File: config.mk
export PLATFORM = sky130hd
export DESIGN_NAME = idex_stage
export DESIGN_NICKNAME = d
export VERILOG_FILES = /design/src/rtl/idex_stage.sv
export SDC_FILE = /design/constraint.sdc
export NUM_CORES = 1
export LEC_CHECK = 0
export ABC_AREA = 1
export ABC_CLOCK_PERIOD_IN_PS = 2100
export BUFFER_PORTS_ARGS = -buffer_cell sky130_fd_sc_hd__buf_4
export CORE_MARGIN = 2
export CORE_UTILIZATION = 45
export CTS_CLUSTER_DIAMETER = 40
export DETAILED_ROUTE_END_ITERATION = 16
export GPL_ROUTABILITY_DRIVEN = 1
export PLACE_DENSITY = 0.78
export SLEW_MARGIN = 0
export SYNTH_ARGS = -nofsm -noshare
export SYNTH_HDL_FRONTEND = slang
export SYNTH_SLANG_ARGS = --single-unit
File: constraint.sdc
create_clock -name clk -period 2.1 [get_ports clk]
set_input_delay 0 -clock clk [delete_from_list [all_inputs] [get_ports clk]]
set_output_delay 0 -clock clk [all_outputs]
set_load 0.005 [all_outputs]
File: src/rtl/idex_stage.sv
// ID/EX pipeline register with load-use hazard detection, bubble insertion
// and a saturating count of the load-use bubbles it has inserted.
package idex_pkg;

  typedef struct packed {
    logic       regwrite;
    logic       memread;
    logic       memwrite;
    logic       memtoreg;
    logic       alusrc;
    logic [3:0] aluop;
  } ctrl_t;

  typedef enum logic [1:0] {
    NEXT_LOAD,
    NEXT_HOLD,
    NEXT_FLUSH,
    NEXT_INSERT
  } next_e;

endpackage

module idex_stage
  import idex_pkg::*;
#(
  parameter int DATA_W = 16
) (
  input  logic              clk,
  input  logic              rst_n,
  input  logic              id_valid,
  input  logic [3:0]        id_rs,
  input  logic [3:0]        id_rt,
  input  logic [3:0]        id_dst,
  input  logic              id_uses_rs,
  input  logic              id_uses_rt,
  input  logic [DATA_W-1:0] id_rs_data,
  input  logic [DATA_W-1:0] id_rt_data,
  input  logic [DATA_W-1:0] id_imm,
  input  logic [DATA_W-1:0] id_pc2,
  input  logic [8:0]        id_ctrl,
  input  logic              flush,
  input  logic              ext_stall,
  output logic              ex_valid,
  output logic [3:0]        ex_rs,
  output logic [3:0]        ex_rt,
  output logic [3:0]        ex_dst,
  output logic [DATA_W-1:0] ex_rs_data,
  output logic [DATA_W-1:0] ex_rt_data,
  output logic [DATA_W-1:0] ex_imm,
  output logic [DATA_W-1:0] ex_pc2,
  output logic [8:0]        ex_ctrl,
  output logic              load_use_stall,
  output logic [15:0]       stall_cnt
);

  typedef struct packed {
    logic              valid;
    logic [3:0]        rs;
    logic [3:0]        rt;
    logic [3:0]        dst;
    logic [DATA_W-1:0] rs_data;
    logic [DATA_W-1:0] rt_data;
    logic [DATA_W-1:0] imm;
    logic [DATA_W-1:0] pc2;
    ctrl_t             ctrl;
  } stage_t;

  stage_t      cur_q;
  stage_t      nxt;
  logic [15:0] cnt_q;
  logic [15:0] cnt_d;
  next_e       sel;
  ctrl_t       id_c;
  logic        rs_hit;
  logic        rt_hit;

  assign id_c = ctrl_t'(id_ctrl);

  // A store's rt is only store data, which MEM-MEM forwarding supplies in time.
  assign rs_hit = id_uses_rs && (cur_q.dst == id_rs);
  assign rt_hit = id_uses_rt && !id_c.memwrite && (cur_q.dst == id_rt);

  assign load_use_stall = id_valid && cur_q.valid && cur_q.ctrl.memread &&
                          (cur_q.dst != 4'd0) && !flush && (rs_hit || rt_hit);

  always_comb begin
    if (flush)               sel = NEXT_FLUSH;
    else if (ext_stall)      sel = NEXT_HOLD;
    else if (load_use_stall) sel = NEXT_INSERT;
    else                     sel = NEXT_LOAD;
  end

  // NOTE: every output of this block gets a default first, so no path leaves
  // a variable unassigned and no latch is inferred.
  always_comb begin
    nxt   = cur_q;
    cnt_d = cnt_q;
    unique case (sel)
      NEXT_FLUSH: nxt = '0;
      NEXT_HOLD:  nxt = cur_q;
      NEXT_INSERT: begin
        nxt   = '0;
        cnt_d = (cnt_q == 16'hFFFF) ? cnt_q : cnt_q + 16'd1;
      end
      NEXT_LOAD: begin
        nxt.valid   = id_valid;
        nxt.rs      = id_rs;
        nxt.rt      = id_rt;
        nxt.dst     = id_dst;
        nxt.rs_data = id_rs_data;
        nxt.rt_data = id_rt_data;
        nxt.imm     = id_imm;
        nxt.pc2     = id_pc2;
        // An empty slot must never enable a register or memory write.
        nxt.ctrl    = id_valid ? id_c : '0;
      end
      default: nxt = cur_q;
    endcase
  end

  // NOTE: state registers use non-blocking assignments so every flop samples
  // pre-edge values; the async reset clears them without waiting for clk.
  always_ff @(posedge clk or negedge rst_n) begin
    if (!rst_n) begin
      cur_q <= '0;
      cnt_q <= '0;
    end else begin
      cur_q <= nxt;
      cnt_q <= cnt_d;
    end
  end

  assign ex_valid   = cur_q.valid;
  assign ex_rs      = cur_q.rs;
  assign ex_rt      = cur_q.rt;
  assign ex_dst     = cur_q.dst;
  assign ex_rs_data = cur_q.rs_data;
  assign ex_rt_data = cur_q.rt_data;
  assign ex_imm     = cur_q.imm;
  assign ex_pc2     = cur_q.pc2;
  assign ex_ctrl    = cur_q.ctrl;
  assign stall_cnt  = cnt_q;

endmodule

After elaboration in Yosys (flattened, before gate mapping)
Cells that the tools add are included.
{"block": "classes", "n_eq_ne": 6, "reduce_logical": 15, "addsub": 1, "bitwise": 1, "mux": 5}
{"operator": "$pmux W86 S2", "count": 1}
{"operator": "$add A16 B1 Y16 const B", "count": 1}
{"operator": "$eq A16 B16 Y1 const B", "count": 1}
{"operator": "$mux W9", "count": 1}
{"operator": "$eq A4 B4 Y1", "count": 2}
{"operator": "$logic_and A1 B1 Y1", "count": 8}
{"operator": "$mux W2", "count": 3}
{"operator": "$eq A2 B2 Y1 const B", "count": 2}
{"operator": "$reduce_bool A4 Y1", "count": 1}
{"operator": "$eq A2 B1 Y1 const B", "count": 1}
{"operator": "$logic_not A1 Y1", "count": 2}
{"operator": "$logic_not A2 Y1", "count": 1}
{"operator": "$reduce_and A2 Y1", "count": 1}
{"operator": "$reduce_or A2 Y1", "count": 1}
{"operator": "$logic_or A1 B1 Y1", "count": 1}
{"operator": "$not A1 Y1", "count": 1}
{"block": "totals", "output_inout_bits": 103, "ff_bits": 102, "inputBits": 92}

Longest topological paths before layout
{"block": "depth", "depth_word": 11, "ltp_mapped": 11, "mapped_depth_nobuf": 10}

Least setup slack after synthesis
OpenSTA, ideal clock, no wires.
{"block": "synth_timing", "path_type": "reg-to-reg", "from": "register cnt_q[0], in the netlist stall_cnt[0]", "to": "register cnt_q[6], in the netlist stall_cnt[6]", "t_arrival_ns": 1.420, "slack_ns": 0.563, "n_path_buf": 1, "path_stages_with_launch": 10, "synth_period_minus_slack_ns": 1.537, "cell_sequence": "dfrtp_1 > ha_1 > nand3_1 > nor2_1 > nand3_1 > inv_1 > nor2_4 > buf_6 > nand2_1 > nand2_1"}
{"block": "synth_between", "elab_chain_cells": 3, "word_cells_on_any_way": 4, "classes_between": "add/sub (1); eq/ne (1); bitwise (1); reduce/logical (1)"}
{"element": "start: declaration", "line": "70", "text": "logic [15:0] cnt_q;"}
{"element": "start signal: assignment", "line": "129", "text": "cnt_q <= cnt_d;"}
{"element": "parallel branches: the longest is 3 deep, another holds $add A16 B1 Y16"}
Parallel ways; which one is timed is not known.
A chain may end at the register's enable or synchronous reset.

Final worst setup path
{"block": "layout_timing", "from": "register cur_q (netlist bit ex_dst[3])", "to": "output load_use_stall"}
{"block": "layout_between", "elab_chain_cells": 4, "word_cells_on_any_way": 9, "classes_between": "eq/ne (2); reduce/logical (7)"}
{"element": "start: declaration", "line": "68", "text": "stage_t cur_q;"}
{"element": "start signal: assignment", "line": "128", "text": "cur_q <= nxt;"}
{"element": "$eq A4 B4 Y1 (tied with other cells)", "line": "80", "text": "assign rs_hit = id_uses_rs && (cur_q.dst == id_rs);"}
{"element": "$logic_and A1 B1 Y1 (on tied branches)", "line": "80, 81, 83"}
{"element": "$logic_or A1 B1 Y1 or $logic_and A1 B1 Y1 (tied branches)", "line": "84", "text": "(cur_q.dst != 4'd0) && !flush && (rs_hit || rt_hit);"}
{"element": "$logic_and A1 B1 Y1 (*)", "line": "84"}
{"element": "end: declaration", "line": "52", "text": "output logic load_use_stall,"}
Mark *: on every way between the ends. The rest lies on a longest branch, timed or not.

==> results.md <==
- Fmax achieved: ~520 MHz
- Gr ovfl total: 0
- Area growth syn-to-layout: 58.1%
- Pwr Density: ~540 nW/um^2
- Nets: ~910
- Core Rows: 37
- Leakage: slightly below 4 nW
- Die ar.: about 11000 sq um
- I/O pins: 195
- Setup TNS Final: 0 ns
- Mean area per synthesized cell: approximately 8.5 sq um
- Synth area leaders: dfrtp_1 55%, nand3_1 17%, nand2_1 12%
- Finished Core Util: between 70% and 80%
- Reg-to-reg critical path startpoint: stall_cnt[0]$_DFFE_PN0P_
- Status: finished, final reports clean
- Register area share after synthesis: between 50% and 60%
- WL final: 16.0 mm
- Ys Warns: 0
- Number of fill cells: 715
- Maximum level of the CTS H-tree: 3
- Pins Over Slew Limit: 0
- Post-synth top area share: between 50% and 60%
- Initial Util: between 40% and 50%
- Layout cells sized above 1: roughly 29%
- Detailed Place HPWL: around 9.3 mm
- Setup violations, final: 0
- Seq cells post-synth: 102
- TritonCTS buffer count: 9
- Crit-path cells: o21ai_0 -> nor2_1 -> nand2_1 -> nand2_4 -> nand2_8 -> buf_12 -> inv_1 -> buf_4
- Antenna Nets Post-Route: 0
- RSZ-0062 raised after global routing: no
- Via count: between 5000 and 6000
- Register-to-register setup slack: a little over 0.3 ns
- Largest net degree at the start of global routing: 84
- DR WL/cell: around 17 um
- Async SR Flop Fraction: 100%
- Critical-path maximum fanout: 51
- Syn Inst Count: between 500 and 600
- Clk_lat worst skew: around 0.37 ns
- Maximum vdd ir drop: around 0.46 mV
- Cell total after placement: between 800 and 900
- Primary FF master, synth: dfrtp_1
- GRT Total Usage: 29.4%
- Final hold slack: 0.0341 ns
- Largest area contributor in the netlist: dfrtp_1
- Crit Path Class: flip-flop to primary output
- Clk_skew: 0.0103 ns
- Worst EP required: about 2.1 ns
- Type of origin of the critical path: flip-flop
- Design Area, Final: ~7400 sq um
- CTS Buffer Depth: 2
- DRC: 0
- Clock root buffer: clkbuf_8
- R2r endpoint: stall_cnt[15]$_DFFE_PN0P_
- Non-Filler Instances: a little under 1000
- First-pass GRT wire length: 25.8 mm
- Worst endpoint data arrival time: 1.93 ns
- Vias per cell: approximately 5.3
- Area of the core region: 10200 sq um
- Buffers & Inverters on Critical Path: 3
- Die height: 106 um
- Hold path endpoint: ex_rs[0]$_DFFE_PN0P_
- Max Cap Viol: 0
- Number of global-route vias before repair: about 5300
- R2r worst-path depth: 7
- GP Congestion: 0.869
- Slew HR: a little over two fifths
- # port buffers: 194
- Drt first pass iters: 6
- Syn_nets: between 600 and 700
- Worst hold stages: 4
- Minimum clock period: just under 2 ns
- CTS tree: built
- Drt initial violations: 361
- Crit-path leading delay family: buffers and inverters
- Placed inst area: between 6000 and 7000 sq um
- Clock Sink Count: between 100 and 150
- Die width: 106 um
- Actual slew at the worst max-slew pin: approximately 0.84 ns
- Slowest stage delay, CP: 0.45 ns
- Cell Area, Synth: about 4700 sq um
- Post-synthesis cell type count: 26
- Post-synth top cells: 161 x nand3_1, 155 x nand2_1, 102 x dfrtp_1
- Clk pin slew, worst setup/hold paths: 0.10 ns
- Initial antenna violation count: 2
- Final period util: between 90% and 100%
- Hold Startpoint: flush
- Setup repair bufs after CTS: 0
- Most common cell in the netlist: nand3_1
- Crit path capture type: primary output
- EDFF count, synth: 0
- Hold Crit Class: input pin to flip-flop
- Final Hold Fails: 0
- Worst path slowest cell: dfrtp_1
-- worst reg2reg max path, stage by stage, from the launching register on --
cell	delay, ns
dfrtp_1	0.46
ha_1	0.25
nand3_1	0.16
nor2_1	0.10
nand3_1	0.11
nand4_2	0.37
nand2_1	0.18
nand2_1	0.07
-- registers in the layout, summed over array words and instances, names as in the netlist --
signal      flops
ex_rt_data     16
ex_pc2         16
ex_rs_data     16
ex_rt           4
ex_imm         16
ex_rs           4
ex_dst          4
stall_cnt      16
ex_ctrl         9
ex_valid        1
-- final cells by class --
type / count / area [sq um] / area share [%]
antenna: 2 / 5.00 / 0.0678
clock buffer: 10 / 138 / 1.87
clock inverter: 6 / 36.3 / 0.492
inverter: 24 / 90.1 / 1.22
multi-input combinational: 385 / 1880 / 25.5
sequential: 102 / 2550 / 34.6
tap: 136 / 170 / 2.31
timing repair buffer: 297 / 2510 / 34.0
-- cell families after synthesis --
kind of cell	count (synthesis)	share of synthesized area, %
simple gates	349	34.4
flops	102	54.7
buf+inv	60	5.42
compound gates	21	2.60
xor+xnor	14	2.63
fa+ha+maj	1	0.268
-- how the worst max path moves through the flow --
stage                             start                        end  cells after the start  slack, ns
6_report          ex_dst[3]$_DFFE_PN0P_             load_use_stall                      8       0.17
5_1_grt           ex_dst[0]$_DFFE_PN0P_             load_use_stall                     10      0.002
4_1_cts           ex_dst[0]$_DFFE_PN0P_             load_use_stall                     10       0.07
3_5_place_dp   stall_cnt[0]$_DFFE_PN0P_  stall_cnt[15]$_DFFE_PN0P_                      7       0.32
3_3_place_gp   stall_cnt[0]$_DFFE_PN0P_   stall_cnt[4]$_DFFE_PN0P_                      7       0.40
2_1_floorplan  stall_cnt[0]$_DFFE_PN0P_   stall_cnt[6]$_DFFE_PN0P_                      9       0.56
-- cell usage in the layout, fill, tap and decap left out, types with 4 or more instances in the layout --
cell type	count
buf_4	198
nand3_1	161
nand2_1	155
dfrtp_1	102
dlygate4sd3_1	96
inv_1	19
o21ai_0	10
o21ai_1	10
clkbuf_8	10
nor2_1	9
xor2_1	9
nor3_1	6
inv_2	5
xnor2_1	5
nand4_1	5
clkinv_2	4
-- routing by layer --
layer	global-route usage, %	up-vias	wire [um]	share of wire, %
met2	50.1	248	8100	51
met4	15.6	0	711	4.4
li1	-	2353	-	-
met3	7.54	65	1080	6.8
met1	33.9	2417	6110	38
met5	0	-	0	0
-- metrics by stage --
stage / setup WS [ns] / power (mW)
after floorplan: 0.563 / 2.33
after global placement: 0.404 / 2.70
after detailed placement: 0.324 / 2.71
final: 0.169 / 3.99
after global routing: 0.00158 / 4.19
after CTS: 0.0727 / 4.00
-- where the power goes --
| part | switching, mW | internal (mW) |
|---|---|---|
| Clock | 0.692 | 0.461 |
| Sequential | 0.0610 | 2.05 |
| Combinational | 0.322 | 0.402 |
-- repair_timing --
action	CTS	global route
hold endpoints to repair	162	0
gates resized for setup	0	1
endpoints found under the setup margin	0	1
hold buffers	96	0
Power figures use the tool's default switching activity.
